<file path="config.mk">
export PLATFORM = sky130hd
export DESIGN_NAME = mac_dot_sequencer_flat
export DESIGN_NICKNAME = d
export VERILOG_FILES = /design/src/rtl/mac_seq_pkg.sv /design/src/rtl/mac_dot_sequencer_if.sv /design/src/rtl/mac_seq_counter.sv /design/src/rtl/mac_dot_sequencer.sv /design/src/flat_wrapper.sv
export SDC_FILE = /design/constraint.sdc
export NUM_CORES = 1
export LEC_CHECK = 0
export BUFFER_PORTS_ARGS = -buffer_cell sky130_fd_sc_hd__clkbuf_2
export CORE_UTILIZATION = 50
export CTS_BUF_LIST = sky130_fd_sc_hd__clkbuf_8
export CTS_CLUSTER_DIAMETER = 150
export CTS_CLUSTER_SIZE = 24
export DETAILED_ROUTE_END_ITERATION = 16
export GPL_TIMING_DRIVEN = 1
export PLACE_DENSITY = 0.83
export SETUP_SLACK_MARGIN = 0.02
export SLEW_MARGIN = 0
export SYNTH_ARGS = -nofsm -noshare
export SYNTH_HDL_FRONTEND = slang
export SYNTH_SLANG_ARGS = --single-unit
</file>
<file path="constraint.sdc">
create_clock -name clk -period 3.5 [get_ports clk]
set_clock_uncertainty 0.05 [all_clocks]
set_input_delay 0.7 -clock clk [delete_from_list [all_inputs] [get_ports clk]]
set_output_delay 0.7 -clock clk [all_outputs]
set_load 0.01 [all_outputs]
</file>
<file path="src/rtl/mac_seq_pkg.sv">
// Shared types and default widths for the dot-product sequencer and its helpers.
package mac_seq_pkg;

    localparam int ADDR_W = 8;
    localparam int DATA_W = 14;
    localparam int ACC_W  = 28;

    // Slot indices of the two counter instances
    localparam int CNT_ISSUE  = 0;
    localparam int CNT_RETIRE = 1;
    localparam int CNT_NUM    = 2;

    typedef enum logic [2:0] {
        IDLE  = 3'd0,
        CLEAR = 3'd1,
        ISSUE = 3'd2,
        DRAIN = 3'd3,
        DONE  = 3'd4
    } mac_seq_state_t;

    // MAC results are only meaningful while a job has products in flight
    function automatic logic in_retire_window(input mac_seq_state_t st);
        return (st == ISSUE) || (st == DRAIN);
    endfunction

endpackage

</file>
<file path="src/rtl/mac_dot_sequencer_if.sv">
// Bundle of requester, memory, MAC and result signals around the sequencer.
interface mac_dot_sequencer_if #(
    parameter int ADDR_W = mac_seq_pkg::ADDR_W,
    parameter int DATA_W = mac_seq_pkg::DATA_W,
    parameter int ACC_W  = mac_seq_pkg::ACC_W
);
    logic                     start;
    logic [ADDR_W:0]          len;
    logic                     hold;
    logic                     busy;

    logic                     mem_rd_en;
    logic [ADDR_W-1:0]        mem_addr;
    logic signed [DATA_W-1:0] mem_a_data;
    logic signed [DATA_W-1:0] mem_b_data;

    logic                     mac_reset;
    logic signed [DATA_W-1:0] mac_a;
    logic signed [DATA_W-1:0] mac_b;
    logic                     mac_valid_in;
    logic signed [ACC_W-1:0]  mac_f;
    logic                     mac_valid_out;

    logic signed [ACC_W-1:0]  res_data;
    logic                     res_valid;
    logic                     res_ready;

    // Sequencer side
    modport master (
        input  start, len, hold,
        input  mem_a_data, mem_b_data,
        input  mac_f, mac_valid_out,
        input  res_ready,
        output busy,
        output mem_rd_en, mem_addr,
        output mac_reset, mac_a, mac_b, mac_valid_in,
        output res_data, res_valid
    );

    // Requester / memory / MAC side
    modport slave (
        output start, len, hold,
        output mem_a_data, mem_b_data,
        output mac_f, mac_valid_out,
        output res_ready,
        input  busy,
        input  mem_rd_en, mem_addr,
        input  mac_reset, mac_a, mac_b, mac_valid_in,
        input  res_data, res_valid
    );

endinterface

</file>
<file path="src/rtl/mac_seq_counter.sv">
// Clearable up-counter with an equality flag against a supplied compare value.
module mac_seq_counter #(
    parameter int CNT_W = mac_seq_pkg::ADDR_W + 1
) (
    input  logic             clk,
    input  logic             reset_n,
    input  logic             clear,
    input  logic             inc,
    input  logic [CNT_W-1:0] cmp_val,
    output logic [CNT_W-1:0] count,
    output logic             at_cmp
);

    logic [CNT_W-1:0] count_reg;

    // Clear wins over increment so a new job always starts from zero
    always_ff @(posedge clk or negedge reset_n) begin
        if (!reset_n) begin
            count_reg <= '0;
        end else if (clear) begin
            count_reg <= '0;
        end else if (inc) begin
            count_reg <= count_reg + CNT_W'(1);
        end
    end

    assign count  = count_reg;
    assign at_cmp = (count_reg == cmp_val);

endmodule

</file>
<file path="src/rtl/mac_dot_sequencer.sv">
// Streams element pairs from memory into the saturating MAC and returns one dot product per job.
module mac_dot_sequencer #(
    parameter int ADDR_W = mac_seq_pkg::ADDR_W,
    parameter int DATA_W = mac_seq_pkg::DATA_W,
    parameter int ACC_W  = mac_seq_pkg::ACC_W
) (
    input  logic                clk,
    input  logic                reset_n,
    mac_dot_sequencer_if.master bus
);

    import mac_seq_pkg::*;

    localparam int CNT_W = ADDR_W + 1;

    mac_seq_state_t state_reg;
    mac_seq_state_t state_next;

    logic [CNT_W-1:0]        len_reg;
    logic [CNT_W-1:0]        last_idx;
    logic                    valid_in_reg;
    logic                    mac_reset_reg;
    logic signed [ACC_W-1:0] res_data_reg;

    logic                    job_start;
    logic                    zero_result;
    logic                    rd_en;
    logic                    retire_fire;
    logic                    res_capture;

    logic [CNT_NUM-1:0]      cnt_inc;
    logic [CNT_NUM-1:0]      cnt_last;
    logic [CNT_W-1:0]        cnt_value [CNT_NUM];
    logic                    unused_cnt_bits;

    // Both counters stop one short of len: the index of the final element
    assign last_idx = len_reg - CNT_W'(1);

    assign cnt_inc[CNT_ISSUE]  = rd_en;
    assign cnt_inc[CNT_RETIRE] = retire_fire;

    genvar gi;
    generate
        for (gi = 0; gi < CNT_NUM; gi++) begin : g_cnt
            mac_seq_counter #(
                .CNT_W (CNT_W)
            ) u_cnt (
                .clk     (clk),
                .reset_n (reset_n),
                .clear   (job_start),
                .inc     (cnt_inc[gi]),
                .cmp_val (last_idx),
                .count   (cnt_value[gi]),
                .at_cmp  (cnt_last[gi])
            );
        end
    endgenerate

    assign unused_cnt_bits = &{1'b0, cnt_value[CNT_RETIRE], cnt_value[CNT_ISSUE][ADDR_W]};

    assign retire_fire = bus.mac_valid_out && in_retire_window(state_reg);

    always_comb begin
        state_next  = state_reg;
        job_start   = 1'b0;
        zero_result = 1'b0;
        rd_en       = 1'b0;
        res_capture = 1'b0;
        case (state_reg)
            IDLE: begin
                if (bus.start) begin
                    if (bus.len == '0) begin
                        zero_result = 1'b1;
                        state_next  = DONE;
                    end else begin
                        job_start  = 1'b1;
                        state_next = CLEAR;
                    end
                end
            end
            CLEAR: begin
                state_next = ISSUE;
            end
            ISSUE: begin
                if (!bus.hold) begin
                    rd_en = 1'b1;
                    if (cnt_last[CNT_ISSUE]) begin
                        state_next = DRAIN;
                    end
                end
            end
            DRAIN: begin
                if (bus.mac_valid_out && cnt_last[CNT_RETIRE]) begin
                    res_capture = 1'b1;
                    state_next  = DONE;
                end
            end
            DONE: begin
                if (bus.res_ready) begin
                    state_next = IDLE;
                end
            end
            default: begin
                state_next = IDLE;
            end
        endcase
    end

    always_ff @(posedge clk or negedge reset_n) begin
        if (!reset_n) begin
            state_reg <= IDLE;
        end else begin
            state_reg <= state_next;
        end
    end

    always_ff @(posedge clk or negedge reset_n) begin
        if (!reset_n) begin
            len_reg <= '0;
        end else if (job_start) begin
            len_reg <= bus.len;
        end
    end

    // Memory data lands one cycle after the read strobe, so valid follows one stage behind
    always_ff @(posedge clk or negedge reset_n) begin
        if (!reset_n) begin
            valid_in_reg <= 1'b0;
        end else begin
            valid_in_reg <= rd_en;
        end
    end

    // Held high through reset so the MAC flushes on the first edge after release
    always_ff @(posedge clk or negedge reset_n) begin
        if (!reset_n) begin
            mac_reset_reg <= 1'b1;
        end else begin
            mac_reset_reg <= (state_next == CLEAR);
        end
    end

    always_ff @(posedge clk or negedge reset_n) begin
        if (!reset_n) begin
            res_data_reg <= '0;
        end else if (zero_result) begin
            res_data_reg <= '0;
        end else if (res_capture) begin
            res_data_reg <= bus.mac_f;
        end
    end

    assign bus.busy         = (state_reg != IDLE);
    assign bus.mem_rd_en    = rd_en;
    assign bus.mem_addr     = cnt_value[CNT_ISSUE][ADDR_W-1:0];
    assign bus.mac_reset    = mac_reset_reg;
    assign bus.mac_valid_in = valid_in_reg;
    assign bus.mac_a        = bus.mem_a_data;
    assign bus.mac_b        = bus.mem_b_data;
    assign bus.res_data     = res_data_reg;
    assign bus.res_valid    = (state_reg == DONE);

endmodule
</file>
<file path="src/flat_wrapper.sv">
// flat-port wrapper written by rule: the top's interface ports become plain ports
module mac_dot_sequencer_flat import mac_seq_pkg::*;
#(
    parameter int ADDR_W = mac_seq_pkg::ADDR_W,
    parameter int DATA_W = mac_seq_pkg::DATA_W,
    parameter int ACC_W  = mac_seq_pkg::ACC_W
)
  (clk, reset_n, bus_start, bus_len, bus_hold, bus_mem_a_data, bus_mem_b_data, bus_mac_f, bus_mac_valid_out, bus_res_ready, bus_busy, bus_mem_rd_en, bus_mem_addr, bus_mac_reset, bus_mac_a, bus_mac_b, bus_mac_valid_in, bus_res_data, bus_res_valid);
  mac_dot_sequencer_if #(.ADDR_W(ADDR_W), .DATA_W(DATA_W), .ACC_W(ACC_W)) bus_i ();
  input  logic clk;
  input  logic reset_n;
  input wire logic [$bits(bus_i.start)-1:0] bus_start;
  input wire logic [$bits(bus_i.len)-1:0] bus_len;
  input wire logic [$bits(bus_i.hold)-1:0] bus_hold;
  input wire logic [$bits(bus_i.mem_a_data)-1:0] bus_mem_a_data;
  input wire logic [$bits(bus_i.mem_b_data)-1:0] bus_mem_b_data;
  input wire logic [$bits(bus_i.mac_f)-1:0] bus_mac_f;
  input wire logic [$bits(bus_i.mac_valid_out)-1:0] bus_mac_valid_out;
  input wire logic [$bits(bus_i.res_ready)-1:0] bus_res_ready;
  output wire logic [$bits(bus_i.busy)-1:0] bus_busy;
  output wire logic [$bits(bus_i.mem_rd_en)-1:0] bus_mem_rd_en;
  output wire logic [$bits(bus_i.mem_addr)-1:0] bus_mem_addr;
  output wire logic [$bits(bus_i.mac_reset)-1:0] bus_mac_reset;
  output wire logic [$bits(bus_i.mac_a)-1:0] bus_mac_a;
  output wire logic [$bits(bus_i.mac_b)-1:0] bus_mac_b;
  output wire logic [$bits(bus_i.mac_valid_in)-1:0] bus_mac_valid_in;
  output wire logic [$bits(bus_i.res_data)-1:0] bus_res_data;
  output wire logic [$bits(bus_i.res_valid)-1:0] bus_res_valid;
  assign bus_i.start = bus_start;
  assign bus_i.len = bus_len;
  assign bus_i.hold = bus_hold;
  assign bus_i.mem_a_data = bus_mem_a_data;
  assign bus_i.mem_b_data = bus_mem_b_data;
  assign bus_i.mac_f = bus_mac_f;
  assign bus_i.mac_valid_out = bus_mac_valid_out;
  assign bus_i.res_ready = bus_res_ready;
  assign bus_busy = bus_i.busy;
  assign bus_mem_rd_en = bus_i.mem_rd_en;
  assign bus_mem_addr = bus_i.mem_addr;
  assign bus_mac_reset = bus_i.mac_reset;
  assign bus_mac_a = bus_i.mac_a;
  assign bus_mac_b = bus_i.mac_b;
  assign bus_mac_valid_in = bus_i.mac_valid_in;
  assign bus_res_data = bus_i.res_data;
  assign bus_res_valid = bus_i.res_valid;
  mac_dot_sequencer #(.ADDR_W(ADDR_W), .DATA_W(DATA_W), .ACC_W(ACC_W)) u_core (.clk(clk), .reset_n(reset_n), .bus(bus_i));
endmodule
</file>
==> qor.yml, run 1 <==
status: "finished with violations"
violations: "DRC"
post_drt_wl_per_cell_microns: 13.9
power_mw: 1.82
root_buffer: "clkbuf_8"
synth_nets: 429
post_cts_buffers: 0
gp_congestion: 0.879
cts-resized-gates: 0
htreeDepth: 3
maxSlewViolCount: 0
drcViolationCount: 8
start_util_pct: 52.7
critPathRequiredTime_ns: 3.70
cts_tree: "yes"
core_sq_um: 6460
first_pass_iters: 11
powerDensity_nw_per_um2: 481
ctsHoldBuffers: 0
design.die.area_sq_um: 7140
path_buf_inv: 1
rr_endpoint: "u_core.bus.res_data[5]"
fp.dieW_microns: 84.5
worstPathCellList: "nor3_1 -> a21oi_1 -> nor4b_1 -> o2111ai_1 -> nor2_4 -> buf_4 -> mux2i_1"
ys_ff_latch: 60
grt_max_degree: 30
vias: 2478
clock_latency_ns: 0.34
p_leak_nw: 1.98
antenna_found_initial: 0
yosysUniqueCellTypes: 45
use_met1_pct: 25.4
synthCells: 355
gr-usage-met2_pct: 31.5
rows: 29
grt_pass1_wl_microns: 11000
avgSynthCellArea_sq_um: 9.59
drv_cap: 0
rsz0062_at_grt: "false"
min_path_type: "in2async"
cts.clk_slew.worst_paths_ns: 0.08
fin_crit_ns: 2.75
crit_cells: 7
path_delay_family: "simple AND/OR/NAND/NOR gates"
setup_viol: 0
critPathLaunchType: "flip-flop"
max_stage_delay_ns: 0.62
path_class: "reg2reg"
grtUsageMet3_pct: 4.62
grt_overflow: 0
cp-end-kind: "flip-flop"
track_usage_pct: 19.8
period_share_pct: 78.5
n_antenna_cell: 0
synth-edff-count: 0
yosys_warnings: 0
yosysSeqAreaShare_pct: 44.2
final_nets: 476
cts.path.max_buffers: 2
crit_arrival_ns: 2.95
tightest_slew_ns: 1.10
routed_wl_microns: 6710
cpMaxStageDelayCell: "nor3_1"
synth_ff_type: "dfrtp_1"
grt_pass1_vias: 2389
area_growth_pct: 11.4
clock.fmax_mhz: 364
timing.reg2reg.setup_slack_ns: 0.75
worstPathMaxFanout: 29
r2r_start: "u_core.len_reg[2]"
ant_nets: 0
die_h_microns: 84.5
port_buffers: 83
hpwlAfterDp_microns: 4890
max-vdd-ir-drop_v: 0.000269
drive_gt1_share_pct: 27.8
slew_headroom_pct: 26.3
finalHoldViolCount: 0
cts_sinks: 60
cts_buffers: 9
drtIter0Drc: 180
setup_tns_ns: 0
ioPinCount: 140
async_reset_ff_share_pct: 100
reg2regPathDepth: 7
grt-busiest-layer: "met2"
vias_per_cell: 5.12
largest_reg_flops: 28
syn_area_sq_um: 3400
layout by cell type, fill, tap and decap left out, types with 2 or more instances in the layout:
cell	instances
clkbuf_2	83
dfrtp_1	59
nand2_1	42
inv_1	35
mux2i_1	29
nor2_1	25
xor2_1	20
xnor2_1	14
nand3_1	14
clkbuf_8	9
o21ai_0	8
nor3_1	5
buf_4	5
a21oi_1	4
and3_1	4
nor2b_1	4
nor4_1	4
mux2_2	4
or3_1	3
and4_1	3
ha_1	3
a31oi_1	2
nand4_1	2
xnor3_1	2
clkinv_2	2
clkinv_4	2
synth_stat cells, types with 2 or more instances:
| library cell | number | area [sq um] |
|---|---|---|
| o21ai_0 | 8 | 40.0 |
| mux2_2 | 4 | 45.0 |
| nor4_1 | 4 | 25.0 |
| buf_4 | 37 | 278 |
| nor3_1 | 5 | 25.0 |
| or3_1 | 3 | 18.8 |
| mux2i_1 | 29 | 290 |
| clkbuf_1 | 11 | 41.3 |
| xor2_1 | 20 | 175 |
| and3_1 | 4 | 25.0 |
| inv_1 | 34 | 128 |
| ha_1 | 3 | 37.5 |
| nand3_1 | 14 | 70.1 |
| a21oi_1 | 4 | 20.0 |
| nand4_1 | 2 | 12.5 |
| nor2_1 | 25 | 93.8 |
| a31oi_1 | 2 | 12.5 |
| nand2_1 | 42 | 158 |
| xnor3_1 | 2 | 45.0 |
| and4_1 | 3 | 26.3 |
| dfrtp_1 | 59 | 1480 |
| nor2b_1 | 4 | 25.0 |
| xnor2_1 | 14 | 123 |
how the worst max path moves through the flow:
stage | from | to | slack [ns]
6_report | u_core.len_reg[2] | u_core.bus.res_data[5] | 0.75
5_1_grt | u_core.len_reg[0] | u_core.bus.res_data[8] | 0.58
4_1_cts | u_core.len_reg[2] | u_core.bus.res_data[5] | 0.74
3_5_place_dp | bus_len[4] | u_core.bus.res_data[5] | 0.68
3_3_place_gp | bus_len[4] | u_core.bus.res_data[19] | 0.75
2_1_floorplan | u_core.len_reg[0] | u_core.bus.res_data[19] | 1.07
metrics by stage:
step | setup slack, ns | cell area (sq um) | instances | util [%] | hold slack [ns]
2_1_floorplan | 1.07 | 3400 | 355 | - | 0.354
3_3_place_gp | 0.751 | 3600 | 468 | 55.7 | 0.394
3_5_place_dp | 0.683 | 3600 | 468 | 55.7 | 0.409
4_1_cts | 0.736 | 3790 | 484 | 58.7 | 0.239
5_1_grt | 0.579 | 3790 | 484 | 58.7 | 0.262
6_report | 0.753 | 3790 | 484 | 58.7 | 0.239
report_power, final:
group	total (mW)	internal, mW	switching (mW)
Sequential	0.881	0.783	0.0979
Clock	0.613	0.326	0.288
Combinational	0.331	0.168	0.163
routing by layer:
layer,wire [microns],share of wire [%],up-vias
met4,107,1.6,0
li1,-,-,1213
met2,3250,48,94
met1,2910,43,1163
met5,0,0,-
met3,455,6.8,8
kinds of logic (layout without fill, tap and decap cells):
logic type	count (synthesis)	count (layout)	share of synthesized area, %
xor+xnor	36	36	10.1
flops	60	60	44.2
mux	33	33	9.85
compound gates	22	22	4.12
buf+inv	86	138	14.3
simple gates	115	115	16.4
fa+ha+maj	3	3	1.10
area by class of cell:
type	count	area, sq um
Fill cell	567	2670
Sequential cell	60	1500
Multi-Input combinational cell	209	1420
Timing Repair Buffer	88	453
Inverter	34	128
Clock buffer	9	124
Tap cell	77	96.3
Clock inverter	7	68.8
Note: power is estimated with default switching activity, not from simulation.
==> run 2, diff against run 1 <==
--- a/config.mk
+++ b/config.mk
@@ -6,13 +6,13 @@
 export NUM_CORES = 1
 export LEC_CHECK = 0
 export BUFFER_PORTS_ARGS = -buffer_cell sky130_fd_sc_hd__clkbuf_2
-export CORE_UTILIZATION = 50
+export CORE_UTILIZATION = 45
 export CTS_BUF_LIST = sky130_fd_sc_hd__clkbuf_8
 export CTS_CLUSTER_DIAMETER = 150
 export CTS_CLUSTER_SIZE = 24
 export DETAILED_ROUTE_END_ITERATION = 16
 export GPL_TIMING_DRIVEN = 1
-export PLACE_DENSITY = 0.83
+export PLACE_DENSITY = 0.78
 export SETUP_SLACK_MARGIN = 0.02
 export SLEW_MARGIN = 0
 export SYNTH_ARGS = -nofsm -noshare
==> constraint.sdc (replaced) <==
create_clock -name clk -period 2.3 [get_ports clk]
set_clock_uncertainty 0.05 [all_clocks]
set_input_delay 0.46 -clock clk [delete_from_list [all_inputs] [get_ports clk]]
set_output_delay 0.46 -clock clk [all_outputs]
set_load 0.01 [all_outputs]
==> qor.yml, run 2 (synthesized netlist as in run 1, its figures left out) <==
dp.cells: 506
max-vdd-ir-drop_v: 0.000424
final_cell_mix: "clkbuf_2, dfrtp_1, nand2_1"
antenna_found_initial: 0
ioPinCount: 140
place_ws_ns: -0.120
drcViolationCount: 0
grt_pass1_wl_microns: 12400
slew_headroom_pct: 57.7
fin_crit_ns: 2.32
design.die.area_sq_um: 7910
setup_tns_ns: -0.147
clock.fmax_mhz: 431
max_stage_delay_ns: 0.55
worstPathMaxFanout: 7
grt_overflow: 0
violations: "setup timing"
timing.reg2reg.setup_slack_ns: -0.02
vias_per_cell: 4.98
cts.path.max_buffers: 2
htreeDepth: 3
drive_gt1_share_pct: 34.5
core_sq_um: 7290
cpMaxStageDelayCell: "or4_4"
r2r_start: "u_core.len_reg[4]"
tightest_slew_ns: 0.629
maxSlewViolCount: 0
rr_endpoint: "u_core.bus.res_data[6]"
path_class: "reg2reg"
p_leak_nw: 2.15
hpwlAfterDp_microns: 5580
cts_tree: "yes"
rows: 31
power_mw: 2.81
postLayoutCoreUtil_pct: 57.1
cts_buffers: 9
ctsHoldBuffers: 0
status: "finished with violations"
crit_arrival_ns: 2.53
setup_slack_ns: -0.0226
port_buffers: 83
die_h_microns: 89.0
routed_wl_microns: 7570
period_share_pct: 101
critPathRequiredTime_ns: 2.51
start_util_pct: 46.7
whs_ns: 0.0368
mostFrequentLayoutCell: "clkbuf_2"
drtIter0Drc: 79
critPathLaunchType: "flip-flop"
powerDensity_nw_per_um2: 674
grt_max_degree: 43
design_area_sq_um: 4160
fp.dieW_microns: 89.0
placed_area_sq_um: 3810
grt_pass1_vias: 2695
worstPathCellList: "or4_4 -> o31a_1 -> nor3_2 -> o2111ai_2 -> nor2_4 -> buf_4 -> clkbuf_16 -> mux2i_1"
min_path_type: "in2async"
gp_congestion: 0.887
setup_viol: 17
clock_latency_ns: 0.33
cp-end-kind: "flip-flop"
reg2regPathDepth: 8
fin_cells: 531
drv_cap: 0
area_growth_pct: 22.4
n_antenna_cell: 0
path_buf_inv: 2
path_delay_family: "simple AND/OR/NAND/NOR gates"
cts.clk_slew.worst_paths_ns: 0.07
finalHoldViolCount: 0
root_buffer: "clkbuf_8"
vias: 2644
final_nets: 501
post_drt_wl_per_cell_microns: 14.3
ant_nets: 0
rsz0062_at_grt: "true"
first_pass_iters: 4
cts_sinks: 60
largest_reg_flops: 28
track_usage_pct: 20.7
run 2: changes by cell type in the layout (fill, tap and decap cells not counted), sizes merged:
cell / before / now
clkbuf: 92 / 93
buf: 5 / 29
run 2: final cells by class:
cell class / instances / area, sq um
clock buffer: 9 / 124
clock inverter: 7 / 68.8
fill: 680 / 3130
inverter: 34 / 128
multi-input combinational: 209 / 1500
sequential: 60 / 1500
tap: 99 / 124
timing repair buffer: 113 / 719
run 2: layer usage:
layer / track usage, % / vias up / share of wire, %
met1: 25.5 / 1265 / 43
li1: - / 1260 / -
met3: 5.45 / 18 / 5.9
met4: 8.51 / 0 / 2.0
met2: 34.8 / 101 / 49
met5: 0 / - / 0
run 2: how the worst max path moves through the flow:
stage	from	to	depth (start not counted)
3_3_place_gp	bus_len[4]	u_core.len_reg[4]	6
5_1_grt	u_core.len_reg[4]	u_core.bus.res_data[5]	8
2_1_floorplan	u_core.len_reg[5]	u_core.bus.res_data[19]	9
3_5_place_dp	bus_len[4]	u_core.len_reg[6]	6
4_1_cts	u_core.len_reg[4]	u_core.bus.res_data[20]	7
6_report	u_core.len_reg[4]	u_core.bus.res_data[6]	8
run 2: what timing repair did:
action | 4_1_cts | 5_1_grt
endpoints found under the setup margin | 28 | 32
hold endpoints to repair | 0 | 0
buffers inserted | 3 | 4
gates cloned | 1 | 1
resized for setup | 3 | 9
pin swaps | 1 | 4
run 2: report_power, final:
part | total (mW) | internal (mW) | switching, mW
combinational | 0.548 | 0.279 | 0.270
clock | 0.918 | 0.496 | 0.423
sequential | 1.34 | 1.19 | 0.149
total | 2.81 | 1.97 | 0.841
==> run 3, diff against run 2 <==
--- a/config.mk
+++ b/config.mk
@@ -14,6 +14,7 @@
 export GPL_TIMING_DRIVEN = 1
 export PLACE_DENSITY = 0.78
 export SETUP_SLACK_MARGIN = 0.02
+export SKIP_CTS_REPAIR_TIMING = 1
 export SLEW_MARGIN = 0
 export SYNTH_ARGS = -nofsm -noshare
 export SYNTH_HDL_FRONTEND = slang
==> qor.yml, run 3 (synthesized netlist as in run 1, its figures left out) <==
tightest_slew_ns: 0.637
ant_nets: 0
finalHoldViolCount: 0
place_ws_ns: -0.120
cts_tree: "yes"
rows: 31
hpwlAfterDp_microns: 5580
post_drt_wl_per_cell_microns: 14.2
power_mw: 2.81
final_nets: 497
setup_slack_ns: -0.0570
critPathLaunchType: "flip-flop"
cts_sinks: 60
cts_buffers: 9
drcViolationCount: 0
port_buffers: 83
cts.path.max_buffers: 2
min_path_type: "in2async"
grt_max_degree: 43
fp.dieW_microns: 89.0
clock.fmax_mhz: 424
n_antenna_cell: 0
largest_reg_flops: 28
fin_crit_ns: 2.36
design.die.area_sq_um: 7910
whs_ns: 0.0398
powerDensity_nw_per_um2: 683
drtIter0Drc: 64
cts.clk_slew.worst_paths_ns: 0.07
grt_pass1_vias: 2654
status: "finished with violations"
drive_gt1_share_pct: 33.4
antenna_found_initial: 0
vias: 2643
critPathRequiredTime_ns: 2.51
grt_overflow: 0
worstPathMaxFanout: 7
routed_wl_microns: 7470
die_h_microns: 89.0
drv_cap: 0
p_leak_nw: 2.13
mostFrequentLayoutCell: "clkbuf_2"
grt_pass1_wl_microns: 12300
crit_arrival_ns: 2.57
setup_viol: 26
ioPinCount: 140
fill_cells: 685
start_util_pct: 46.7
root_buffer: "clkbuf_8"
clock_latency_ns: 0.34
path_class: "reg2reg"
first_pass_iters: 4
final_cell_mix: "clkbuf_2, dfrtp_1, nand2_1"
max-vdd-ir-drop_v: 0.000453
maxSlewViolCount: 0
core_sq_um: 7290
cp-end-kind: "flip-flop"
period_share_pct: 102
area_growth_pct: 20.7
violations: "setup timing"
htreeDepth: 3
vias_per_cell: 5.02
track_usage_pct: 20.5
rsz0062_at_grt: "true"
gp_congestion: 0.887
slew_headroom_pct: 57.3
-- run 3: cell type report --
| type | instances | area [sq um] | share of cell area (%) |
|---|---|---|---|
| clock buffers | 9 | 124 | 3.01 |
| clock inverters | 7 | 68.8 | 1.67 |
| inverters | 34 | 128 | 3.11 |
| multi-input cells | 209 | 1480 | 36.0 |
| flip-flops and latches | 60 | 1500 | 36.6 |
| well taps | 99 | 124 | 3.01 |
| repair buffers | 109 | 683 | 16.6 |
-- run 3: path summary, 6_finish.rpt --
path | from | to | slack [ns] | depth (start not counted)
max in group asynchronous | reset_n | u_core.g_cnt[1].u_cnt.count[7] | 1.55 | 2
min in group clk | bus_mac_f[8] | u_core.bus.res_data[8] | 0.28 | 3
max reg2reg | u_core.len_reg[0] | u_core.bus.res_data[6] | -0.06 | 9
min reg2reg | u_core.state_reg[2] | u_core.state_reg[1] | 0.42 | 1
min | reset_n | u_core.g_cnt[0].u_cnt.count[2] | 0.04 | 1
max | u_core.len_reg[0] | u_core.bus.res_data[6] | -0.06 | 9
-- run 3: worst max-delay path: stages, from the launching register on --
cell       delay (ns)
dfrtp_1          0.38
inv_1            0.09
ha_4             0.18
nor3b_4          0.16
or3_1            0.33
a31oi_1          0.21
o2111ai_2        0.19
nor2_4           0.28
clkbuf_16        0.22
mux2i_1          0.18
-- run 3: through the flow --
step | cell area, sq um | utilization, % | TNS [ns] | cells
5_1_grt | 4110 | 56.3 | -3.79 | 527
6_report | 4110 | 56.3 | -0.746 | 527
4_1_cts | 4000 | 54.8 | -0.306 | 522
3_3_place_gp | 3810 | 52.2 | -1.09 | 506
2_1_floorplan | 3430 | - | 0 | 355
3_5_place_dp | 3810 | 52.2 | -1.72 | 506
-- run 3: power breakdown --
group	internal (mW)	leakage (nW)	switching, mW
registers	1.19	0.785	0.150
logic	0.278	1.25	0.271
clock network	0.495	0.100	0.422
-- run 3: metal layers --
layer,global-route usage [%],share of wire (%)
met5,0,0
met4,8.66,2.5
met3,5.54,6.2
met2,33.8,48
met1,25.6,43
